## src/rtl/branch_resolve_unit.sv

```systemverilog
// Resolves execute-stage control flow against the frontend prediction, emits predictor updates and
// redirects, and ignores wrong-path instructions for SHADOW_CYCLES after a flush. Optional counters: BRU_PERF_CNT_EN.
module branch_resolve_unit #(
    parameter int ADDR_WIDTH    = 32,
    parameter int SHADOW_CYCLES = 2
) (
    input  logic                  CLK,
    input  logic                  RSTN,
    input  logic                  ex_valid,
    input  logic                  ex_kill,
    input  logic [ADDR_WIDTH-1:0] ex_pc,
    input  logic                  ex_branch,
    input  logic                  ex_jal,
    input  logic                  ex_jalr,
    input  logic                  ex_call,
    input  logic                  ex_ret,
    input  logic                  ex_cond,
    input  logic [ADDR_WIDTH-1:0] ex_target,
    input  logic                  ex_pred_taken,
    input  logic [ADDR_WIDTH-1:0] ex_pred_pc,
    output logic                  bpu_valid,
    output logic                  bpu_flush,
    output logic [ADDR_WIDTH-1:0] bpu_target,
    output logic                  bpu_taken,
    output logic                  bpu_call,
    output logic                  bpu_ret,
    output logic [ADDR_WIDTH-1:0] bpu_pc,
    output logic                  shadow
`ifdef BRU_PERF_CNT_EN
    ,
    output logic [31:0]           perf_br_cnt,
    output logic [31:0]           perf_mis_cnt
`endif
);

    typedef enum logic {IDLE, SHADOW} state_t;

    localparam logic [3:0] SHADOW_LOAD = 4'(SHADOW_CYCLES);

    state_t                state_reg, state_next;
    logic [3:0]            shadow_cnt_reg, shadow_cnt_next;
    logic                  ctrl, act_taken, alias_hit, mispredict, accept;
    logic [ADDR_WIDTH-1:0] pc_plus4, act_next;

    assign ctrl       = ex_branch | ex_jal | ex_jalr;
    assign act_taken  = ex_jal | ex_jalr | (ex_branch & ex_cond);
    // A predicted-taken non-control instruction is a predictor alias and must be undone.
    assign alias_hit  = ~ctrl & ex_pred_taken;
    assign pc_plus4   = ex_pc + ADDR_WIDTH'(4);
    assign act_next   = act_taken ? ex_target : pc_plus4;
    assign mispredict = alias_hit | (act_taken != ex_pred_taken) |
                        (act_taken & (ex_target != ex_pred_pc));
    assign accept     = ex_valid & ~ex_kill & (state_reg == IDLE) & (ctrl | alias_hit);

    always_comb begin
        state_next      = state_reg;
        shadow_cnt_next = shadow_cnt_reg;
        if (ex_kill) begin
            state_next      = IDLE;
            shadow_cnt_next = 4'd0;
        end else begin
            case (state_reg)
                IDLE: begin
                    if (accept && mispredict) begin
                        state_next      = SHADOW;
                        shadow_cnt_next = SHADOW_LOAD;
                    end
                end
                SHADOW: begin
                    if (shadow_cnt_reg <= 4'd1) begin
                        state_next      = IDLE;
                        shadow_cnt_next = 4'd0;
                    end else begin
                        shadow_cnt_next = shadow_cnt_reg - 4'd1;
                    end
                end
                default: begin
                    state_next      = IDLE;
                    shadow_cnt_next = 4'd0;
                end
            endcase
        end
    end

    always_ff @(posedge CLK or negedge RSTN) begin
        if (!RSTN) begin
            state_reg      <= IDLE;
            shadow_cnt_reg <= 4'd0;
            shadow         <= 1'b0;
        end else begin
            state_reg      <= state_next;
            shadow_cnt_reg <= shadow_cnt_next;
            shadow         <= (state_next == SHADOW);
        end
    end

    // Strobes clear every cycle; target and pc only change on an accepted instruction.
    always_ff @(posedge CLK or negedge RSTN) begin
        if (!RSTN) begin
            bpu_valid  <= 1'b0;
            bpu_flush  <= 1'b0;
            bpu_taken  <= 1'b0;
            bpu_call   <= 1'b0;
            bpu_ret    <= 1'b0;
            bpu_target <= '0;
            bpu_pc     <= '0;
        end else begin
            bpu_valid <= accept;
            bpu_flush <= accept & mispredict;
            bpu_taken <= accept & act_taken;
            bpu_call  <= accept & ex_call & ctrl;
            bpu_ret   <= accept & ex_ret & ctrl;
            if (accept) begin
                bpu_pc     <= ex_pc;
                bpu_target <= mispredict ? act_next : ex_target;
            end
        end
    end

`ifdef BRU_PERF_CNT_EN
    always_ff @(posedge CLK or negedge RSTN) begin
        if (!RSTN) begin
            perf_br_cnt  <= 32'd0;
            perf_mis_cnt <= 32'd0;
        end else begin
            if (accept)
                perf_br_cnt <= perf_br_cnt + 32'd1;
            if (accept && mispredict)
                perf_mis_cnt <= perf_mis_cnt + 32'd1;
        end
    end
`endif

endmodule

```

## config.mk

```make
export PLATFORM = sky130hd
export DESIGN_NAME = branch_resolve_unit
export DESIGN_NICKNAME = d
export VERILOG_FILES = /design/src/rtl/branch_resolve_unit.sv
export SDC_FILE = /design/constraint.sdc
export NUM_CORES = 1
export LEC_CHECK = 0
export CAP_MARGIN = 10
export CORE_MARGIN = 3
export CORE_UTILIZATION = 44
export CTS_BUF_LIST = sky130_fd_sc_hd__clkbuf_2 sky130_fd_sc_hd__clkbuf_4 sky130_fd_sc_hd__clkbuf_8
export DETAILED_ROUTE_END_ITERATION = 7
export GPL_TIMING_DRIVEN = 1
export PLACE_DENSITY = 0.8
export SLEW_MARGIN = 20
export SYNTH_ARGS = -nofsm -noshare
export SYNTH_HDL_FRONTEND = slang
export SYNTH_SLANG_ARGS = --single-unit
```

## constraint.sdc

```tcl
create_clock -name CLK -period 2.3 [get_ports CLK]
set_input_delay 0.345 -clock CLK [delete_from_list [all_inputs] [get_ports CLK]]
set_output_delay 0.345 -clock CLK [all_outputs]
set_load 0.05 [all_outputs]
```

==> flow_metrics.py, run 1 <==
metrics = {
    "synthesis": {
        "ys_seq_area_frac": 0.451,
        "synth_area_sq_um": 4100,
        "synth_nets": 588,
        "synthCells": 478,
        "yosys_warnings": 0,
        "synth.avg_cell_area_sq_um": 8.58,
        "synth_top_cell_area_share": 0.451,
        "yosys.cell_types.count": 41,
        "synth_top_cell_by_area": "dfrtp_1",
        "synthTopCellsByArea": "dfrtp_1, nand2_1, xnor2_1",
        "ys_ff_latch": 74,
    },
    "job": {
        "maxCapViolCount": 0,
    },
    "placement": {
        "routabilityCongestion": 0.922,
        "hpwl_um": 10600,
        "io_buffer_count": 176,
        "post-place-cells": 769,
        "dp_slack_ns": 0.00720,
    },
    "clock_tree": {
        "cts_sinks": 74,
        "cts_resized": 0,
        "cts_tree": "yes",
        "cts_buffers": 9,
        "cts_root_buffer": "clkbuf_8",
        "path_clk_slew_ns": 0.08,
        "clock_latency_ns": 0.34,
        "cts_max_level": 3,
        "cts_buffer_depth": 2,
    },
    "hold_path": {
        "hold_path.class": "flop to flop",
        "worstHoldStart": "bpu_pc[6]",
        "whs_path_depth": 2,
        "min_to": "bpu_pc[6]",
    },
    "die": {
        "core_sq_um": 8890,
        "initial_core_util": 0.461,
        "die_area_sq_um": 10500,
        "fp.dieW_um": 103,
        "io_pins": 177,
        "rows": 34,
        "die_y_um": 103,
    },
    "sta": {
        "period_minus_slack_ns": 1.96,
        "slew_headroom": 0.491,
        "finalHoldViolCount": 0,
        "fin_crit_sh": 0.851,
        "tns_ns": 0,
        "fin_worst_skew_ns": 0.00759,
        "max_freq_ghz": 0.511,
        "tightest_slew_ns": 0.752,
        "setup_viol": 0,
        "rsz0062_at_grt": "false",
        "finalWorstSetupSlack_ns": 0.342,
        "slew_violations": 0,
    },
    "detailed_routing": {
        "viasPerCell": 5.37,
        "wl_um": 13600,
        "via_count": 4221,
        "routedWlPerCell_um": 17.3,
        "post-route-drc-count": 0,
        "firstDrtPassIters": 4,
        "ant_nets": 0,
        "drt_iter0_markers": 237,
    },
    "worst_setup_path": {
        "required_ns": 2.53,
        "critPathLaunchType": "flop",
        "r2r-start": "shadow_cnt_reg[0]",
        "worstReg2RegEnd": "shadow_cnt_reg[3]",
        "endpoint_kind": "flop",
        "arrival_ns": 2.19,
        "reg2reg_depth": 7,
        "crit_type": "flop to flop",
        "crit_fanout": 6,
        "r2r_slack_ns": 0.34,
    },
    "run_status": {
        "status": "complete, no violations",
    },
    "global_routing": {
        "grt_pass1_wl_um": 21300,
        "grt_max_degree": 42,
        "grtUsageTotal": 0.263,
        "grt_pass1_vias": 4248,
        "grt_remaining_overflow": 0,
        "antenna_found_initial": 0,
    },
    "cells_and_area": {
        "syn_to_final_growth_pct": 56.5,
        "antennaDiodeCount": 0,
        "seq_area_sq_um": 1850,
        "layout_common_cells": "clkdlybuf4s50_1, nand2_1, dfrtp_1",
        "multiInputGateArea_sq_um": 2140,
        "final_common_cell": "clkdlybuf4s50_1",
        "fin_util": 0.722,
        "n_fill_cell": 707,
        "fin_nets": 783,
        "drive_above_1_share": 0.0826,
        "fin_cells": 786,
    },
    "power": {
        "ir_worst_vdd_v": 0.000621,
        "total_power_w": 0.00572,
        "p_leak_nw": 2.72,
        "power_per_cell_area_nw_per_um2": 892,
    },
}
-- Yosys cell counts, drive strengths merged --
cell,number
a211o,1
a211oi,2
a21boi,1
a21oi,17
a311oi,2
a31o,1
a31oi,5
and2,6
and3,12
and4,4
buf,9
clkbuf,13
dfrtp,74
ha,3
inv,7
mux2i,8
nand2,125
nand2b,2
nand3,16
nand4,25
nor2,22
nor2b,1
nor3,14
nor3b,1
nor4,4
o21a,1
o21ai,39
o221ai,1
o311ai,1
o41ai,1
or2,1
or3,2
or4,1
xnor2,43
xor2,13
-- how the worst max path moves through the flow --
| stage | start | end | slack [ns] |
|---|---|---|---|
| floorplan | shadow_cnt_reg[0] | shadow_cnt_reg[3] | 0.48 |
| global placement | ex_pred_taken | bpu_target[31] | 0.05 |
| detailed placement | ex_pred_taken | bpu_target[31] | 0.007 |
| CTS | shadow_cnt_reg[0] | shadow_cnt_reg[3] | 0.17 |
| global route | shadow_cnt_reg[0] | shadow_cnt_reg[3] | 0.1 |
| finish | shadow_cnt_reg[0] | shadow_cnt_reg[3] | 0.34 |
-- worst max-delay path: stages, from the launching register on --
cell and delay, ns:
dfrtp_1 0.40, inv_1 0.14, ha_1 0.21, nor2_1 0.06
o311ai_1 0.63, o221ai_1 0.23, o21ai_0 0.12, nor2_1 0.07
-- logic make-up (layout without fill, tap and decap cells) --
family                   Yosys count  in the layout  share of synthesized area
AO/OA/AOI/OAI                     72             72                     0.0982
buffers and inverters             29            229                     0.0299
multiplexers                       8              8                     0.0195
adder cells (fa/ha/maj)            3              3                    0.00915
XOR/XNOR                          56             56                      0.120
flip-flops                        74             74                      0.451
AND/OR/NAND/NOR                  236            236                      0.272
-- cell type report --
type | count | share of cell area
clock inverters | 4 | 0.0152
inverters | 7 | 0.00409
well taps | 108 | 0.0211
multi-input cells | 375 | 0.333
clock buffers | 12 | 0.0248
repair buffers | 206 | 0.313
flip-flops and latches | 74 | 0.288
-- metrics by stage --
step           instance area, sq um  hold WS (ns)
3_3_place_gp                   6150         0.324
6_report                       6420         0.478
3_5_place_dp                   6150         0.326
4_1_cts                        6420         0.480
5_1_grt                        6420         0.505
2_1_floorplan                  4100        0.0494
-- power by group --
group	leakage, nW	internal (W)	switching, W
clock	0.126	0.000793	0.000476
combinational	1.68	0.000933	0.00170
sequential	0.919	0.00162	0.000202
total	2.72	0.00335	0.00238
-- routing by layer --
metal,GRT usage,vias to the layer above,routed length [um]
li1,-,2021,-
met1,0.333,1975,5330
met2,0.446,203,6810
met3,0.0548,22,1190
met4,0.0949,0,272
met5,0,-,0
-- repair_timing --
item / in CTS / in global routing
endpoints found under the hold margin: 33 / 0
hold buffers: 1 / 0
setup buffers: 0 / 0
Note: power is estimated with default switching activity, not from simulation.
==> inputs of run 2 (changes only) <==
Settings changed: CORE_MARGIN 3 to not set, CTS_CLUSTER_SIZE set to 40, REMOVE_ABC_BUFFERS set to 1.
==> run 2 against run 1 <==
- the run now ends with design-rule violations left
- sequential power is essentially flat
- cell area decreased by 0.33%
- core utilization fell by 0.24 points
- highest routed layer unchanged
- flip-flop and latch count unchanged
- register-to-register slack got worse by 0.07 ns
- worst setup slack worse by 0.069 ns
- worst hold slack worse by 0.36 ns
- global-route usage rose by 2.3 points
- sequential share of layout area up 0.096 points
- count of clock-buffer cells in the layout shrank 1
- power fell by 2.0%
- die area fell by 7.6%
==> flow_metrics.py, run 2 (synthesis gave the netlist of run 1 again) <==
metrics = {
    "sta": {
        "setup_viol": 0,
        "max_freq_ghz": 0.493,
        "period_minus_slack_ns": 2.03,
        "tightest_slew_ns": 0.959,
        "finalHoldViolCount": 0,
        "slew_headroom": 0.361,
        "fin_crit_sh": 0.881,
        "slew_violations": 0,
        "fin_hold_ws_ns": 0.115,
        "fin_worst_skew_ns": 0.0116,
        "rsz0062_at_grt": "false",
    },
    "die": {
        "fp.dieW_um": 98.5,
        "io_pins": 177,
        "initial_core_util": 0.461,
        "die_y_um": 98.5,
        "die_area_sq_um": 9710,
        "rows": 34,
        "core_sq_um": 8890,
    },
    "placement": {
        "io_buffer_count": 176,
        "post-place-cells": 772,
        "hpwl_um": 10100,
        "placed_cell_area_sq_um": 6170,
        "routabilityCongestion": 0.879,
    },
    "hold_path": {
        "hold_path.class": "primary input to async pin",
    },
    "worst_setup_path": {
        "arrival_ns": 2.26,
        "endpoint_kind": "flop",
        "crit_fanout": 6,
        "required_ns": 2.53,
        "crit_chain": "inv_1 > ha_1 > nor2_1 > o311ai_1 > o221ai_1 > o21ai_0 > nor2_1",
        "slowest_delay_ns": 0.66,
        "cp_slowest_cell": "o311ai_1",
        "critPathLaunchType": "flop",
        "crit_type": "flop to flop",
        "r2r_slack_ns": 0.27,
        "cp_common_cell": "nor2_1",
    },
    "detailed_routing": {
        "via_count": 4330,
        "wl_um": 13500,
        "ant_nets": 0,
        "post-route-drc-count": 15,
        "firstDrtPassIters": 7,
        "drt_iter0_markers": 239,
        "viasPerCell": 5.49,
        "routedWlPerCell_um": 17.2,
    },
    "cells_and_area": {
        "antennaDiodeCount": 0,
        "fin_cells": 788,
        "n_fill_cell": 696,
        "drive_above_1_share": 0.0882,
        "post-route-cell-area_sq_um": 6400,
        "layout_common_cells": "clkdlybuf4s50_1, nand2_1, dfrtp_1",
        "fin_nets": 785,
        "final_common_cell": "clkdlybuf4s50_1",
        "syn_to_final_growth_pct": 56.0,
        "fin_util": 0.720,
    },
    "power": {
        "ir_worst_vdd_v": 0.000508,
        "power_per_cell_area_nw_per_um2": 877,
        "total_power_w": 0.00561,
        "p_leak_nw": 2.72,
    },
    "clock_tree": {
        "cts_buffer_depth": 2,
        "cts_buffers": 9,
        "cts_tree": "yes",
        "cts_root_buffer": "clkbuf_8",
        "clock_latency_ns": 0.35,
        "cts_resized": 0,
        "post_cts_buffers": 0,
        "path_clk_slew_ns": 0.09,
        "cts.hold.buffers_added": 0,
        "cts_max_level": 3,
        "cts_sinks": 74,
    },
    "run_status": {
        "status": "complete, but fails checks",
        "failed_checks": "design-rule violations",
    },
    "global_routing": {
        "grt_remaining_overflow": 0,
        "grtUsageTotal": 0.286,
        "grt_pass1_wl_um": 21700,
        "antenna_found_initial": 0,
        "grt_max_degree": 75,
        "grt_pass1_vias": 4433,
    },
    "job": {
        "maxCapViolCount": 0,
    },
}
run 2: final timing paths:
kind	from	to	cells after the start
worst max-delay path	shadow_cnt_reg[0]	shadow_cnt_reg[3]	7
worst min-delay path	RSTN	bpu_pc[4]	1
worst max register to register	shadow_cnt_reg[0]	shadow_cnt_reg[3]	7
worst min register to register	bpu_pc[11]	bpu_pc[11]	2
max in group asynchronous	RSTN	bpu_target[7]	1
min in group CLK	bpu_pc[11]	bpu_pc[11]	2
run 2: routing by layer:
metal | GRT usage | vias up | share of wire
met2 | 0.478 | 219 | 0.48
met5 | 0 | - | 0
met4 | 0.107 | 0 | 0.022
met3 | 0.0525 | 28 | 0.089
met1 | 0.372 | 2047 | 0.41
li1 | - | 2036 | -
run 2: metrics by stage:
step / TNS (ns) / setup WS [ns]
final: 0 / 0.273
after global placement: 0 / 0.0242
after CTS: 0 / 0.0603
after floorplan: -404.37 / -7.05
after global routing: 0 / 0.156
after detailed placement: -0.0612 / -0.0357
run 2: final cells by class:
cell class	instances	area, sq um	share of cell area
clock inverters	5	77.6	0.0121
flip-flops and latches	74	1850	0.289
inverters	7	26.3	0.00411
repair buffers	208	2020	0.316
clock buffers	11	145	0.0227
multi-input cells	375	2140	0.334
well taps	108	135	0.0211
run 2: power breakdown:
part           internal [W]  switching [W]  total [W]  leakage, nW
logic              0.000939        0.00170    0.00264         1.69
clock network      0.000650       0.000506    0.00116        0.113
registers           0.00162       0.000198    0.00182        0.919
run 2: worst max-delay path: cells and delay by family (launching register included):
family                   cells  cell delay, ns
buffers and inverters        1            0.12
AND/OR/NAND/NOR              2            0.14
adder cells (fa/ha/maj)      1            0.23
flip-flops                   1            0.40
AO/OA/AOI/OAI                3            1.02
==> inputs of run 3 (changes only) <==
Settings changed: CORE_MARGIN set to 3, CTS_CLUSTER_DIAMETER set to 150, CTS_CLUSTER_SIZE 40 to 30.
==> run 3 against run 2 <==
- the flow now finishes without violations
- worst hold slack improved by 0.010 ns
- fmax rose by 3.0%
- core utilization barely moved
- worst setup slack improved by 0.058 ns
- via count fell by 0.42%
- die area rose by 8.3%
- clock power fell by 9%
- critical path depth did not move
- critical path type is now primary input to flop
- largest power group unchanged
==> flow_metrics.py, run 3 (synthesis gave the netlist of run 1 again) <==
metrics = {
    "clock_tree": {
        "cts_sinks": 74,
        "cts_max_level": 3,
        "path_clk_slew_ns": 0.09,
        "cts_buffer_depth": 2,
        "post_cts_buffers": 0,
        "cts.hold.buffers_added": 0,
        "clock_latency_ns": 0.35,
        "cts_resized": 0,
        "cts_tree": "yes",
        "cts_buffers": 9,
        "cts_root_buffer": "clkbuf_8",
    },
    "die": {
        "initial_core_util": 0.461,
        "core_sq_um": 8890,
        "die_area_sq_um": 10500,
        "io_pins": 177,
        "die_y_um": 103,
        "fp.dieW_um": 103,
        "rows": 34,
    },
    "global_routing": {
        "grt_pass1_vias": 4424,
        "grtUsageTotal": 0.262,
        "grt_max_degree": 75,
        "grt_remaining_overflow": 0,
        "grt_pass1_wl_um": 21500,
        "antenna_found_initial": 0,
    },
    "worst_setup_path": {
        "critPathTopFamily": "buffers and inverters",
        "crit_type": "primary input to flop",
        "cp_num_cells": 7,
        "r2r_slack_ns": 0.40,
        "endpoint_kind": "flop",
        "slowest_delay_ns": 0.47,
        "reg2reg_depth": 7,
        "r2r-start": "shadow_cnt_reg[0]",
        "worstReg2RegEnd": "shadow_cnt_reg[3]",
        "arrival_ns": 2.21,
        "crit_fanout": 4,
        "worstSetupEndpoint": "shadow_cnt_reg[0]",
        "cp.buffers_inverters": 2,
        "required_ns": 2.54,
        "cp_slowest_cell": "clkdlybuf4s50_1",
        "crit_chain": "clkdlybuf4s50_1 > xnor2_1 > nand4_1 > nor4_1 > buf_4 > a311oi_1 > a211oi_1",
        "critPathLaunch": "ex_target[0]",
        "critPathLaunchType": "primary input",
    },
    "placement": {
        "io_buffer_count": 176,
        "routabilityCongestion": 0.874,
        "placed_cell_area_sq_um": 6190,
        "hpwl_um": 10700,
        "post-place-cells": 774,
    },
    "detailed_routing": {
        "post-route-drc-count": 0,
        "viasPerCell": 5.46,
        "firstDrtPassIters": 4,
        "drt_iter0_markers": 194,
        "via_count": 4312,
        "routedWlPerCell_um": 17.3,
        "wl_um": 13700,
        "ant_nets": 0,
    },
    "job": {
        "maxCapViolCount": 0,
    },
    "cells_and_area": {
        "final_common_cell": "clkdlybuf4s50_1",
        "layout_common_cells": "clkdlybuf4s50_1, nand2_1, dfrtp_1",
        "fin_cells": 790,
        "drive_above_1_share": 0.0909,
        "post-route-cell-area_sq_um": 6390,
        "antennaDiodeCount": 0,
        "syn_to_final_growth_pct": 55.9,
        "fin_nets": 787,
    },
    "sta": {
        "slew_headroom": 0.373,
        "rsz0062_at_grt": "false",
        "max_freq_ghz": 0.508,
        "fin_crit_sh": 0.856,
        "finalHoldViolCount": 0,
        "fin_worst_skew_ns": 0.00995,
        "period_minus_slack_ns": 1.97,
        "setup_viol": 0,
        "tightest_slew_ns": 0.940,
        "slew_violations": 0,
    },
    "run_status": {
        "status": "complete, no violations",
    },
    "power": {
        "ir_worst_vdd_v": 0.000496,
        "p_leak_nw": 2.71,
        "power_per_cell_area_nw_per_um2": 862,
    },
    "hold_path": {
        "hold_path.class": "primary input to async pin",
    },
}
[run 3: per-stage QoR]
stage	setup WS (ns)	setup TNS (ns)	hold slack (ns)	util	total power (W)
final	0.331	0	0.125	0.719	0.00551
after global routing	0.194	0	0.198	0.719	0.00576
after CTS	0.147	0	0.162	0.719	0.00554
after detailed placement	0.0556	0	0.461	0.696	0.00449
after global placement	0.0993	0	0.458	0.696	0.00443
after floorplan	-7.05	-404.37	0.0494	-	0.00337
[run 3: worst reg2reg max path: cells and delay by family (launching register included)]
family	cells	cell delay, ns
flip-flops	1	0.40
AND/OR/NAND/NOR	2	0.12
adder cells (fa/ha/maj)	1	0.20
buffers and inverters	1	0.13
AO/OA/AOI/OAI	3	0.95
[run 3: per-layer routing]
metal / share of wire / GRT usage / vias to the layer above
li1: - / - / 2034
met1: 0.42 / 0.347 / 2055
met2: 0.49 / 0.439 / 200
met3: 0.079 / 0.0365 / 23
met4: 0.018 / 0.0918 / 0
met5: 0 / 0 / -
[run 3: power by group]
part	switching, W	internal (W)
Combinational	0.00170	0.000941
Clock	0.000515	0.000530
Sequential	0.000203	0.00162
[run 3: how the worst min path moves through the flow]
stage,start,to,depth (start not counted)
2_1_floorplan,RSTN,bpu_call,0
3_3_place_gp,bpu_pc[1],bpu_pc[1],2
3_5_place_dp,bpu_pc[26],bpu_pc[26],2
4_1_cts,RSTN,bpu_pc[4],1
5_1_grt,RSTN,bpu_valid,1
6_report,RSTN,bpu_pc[4],1
[run 3: cell type report]
| cell class | count | area [sq um] |
|---|---|---|
| Tap cell | 108 | 135 |
| Multi-Input combinational cell | 375 | 2140 |
| Sequential cell | 74 | 1850 |
| Inverter | 7 | 26.3 |
| Clock buffer | 10 | 138 |
| Timing Repair Buffer | 210 | 2040 |
| Fill cell | 695 | 2500 |
| Clock inverter | 6 | 66.3 |
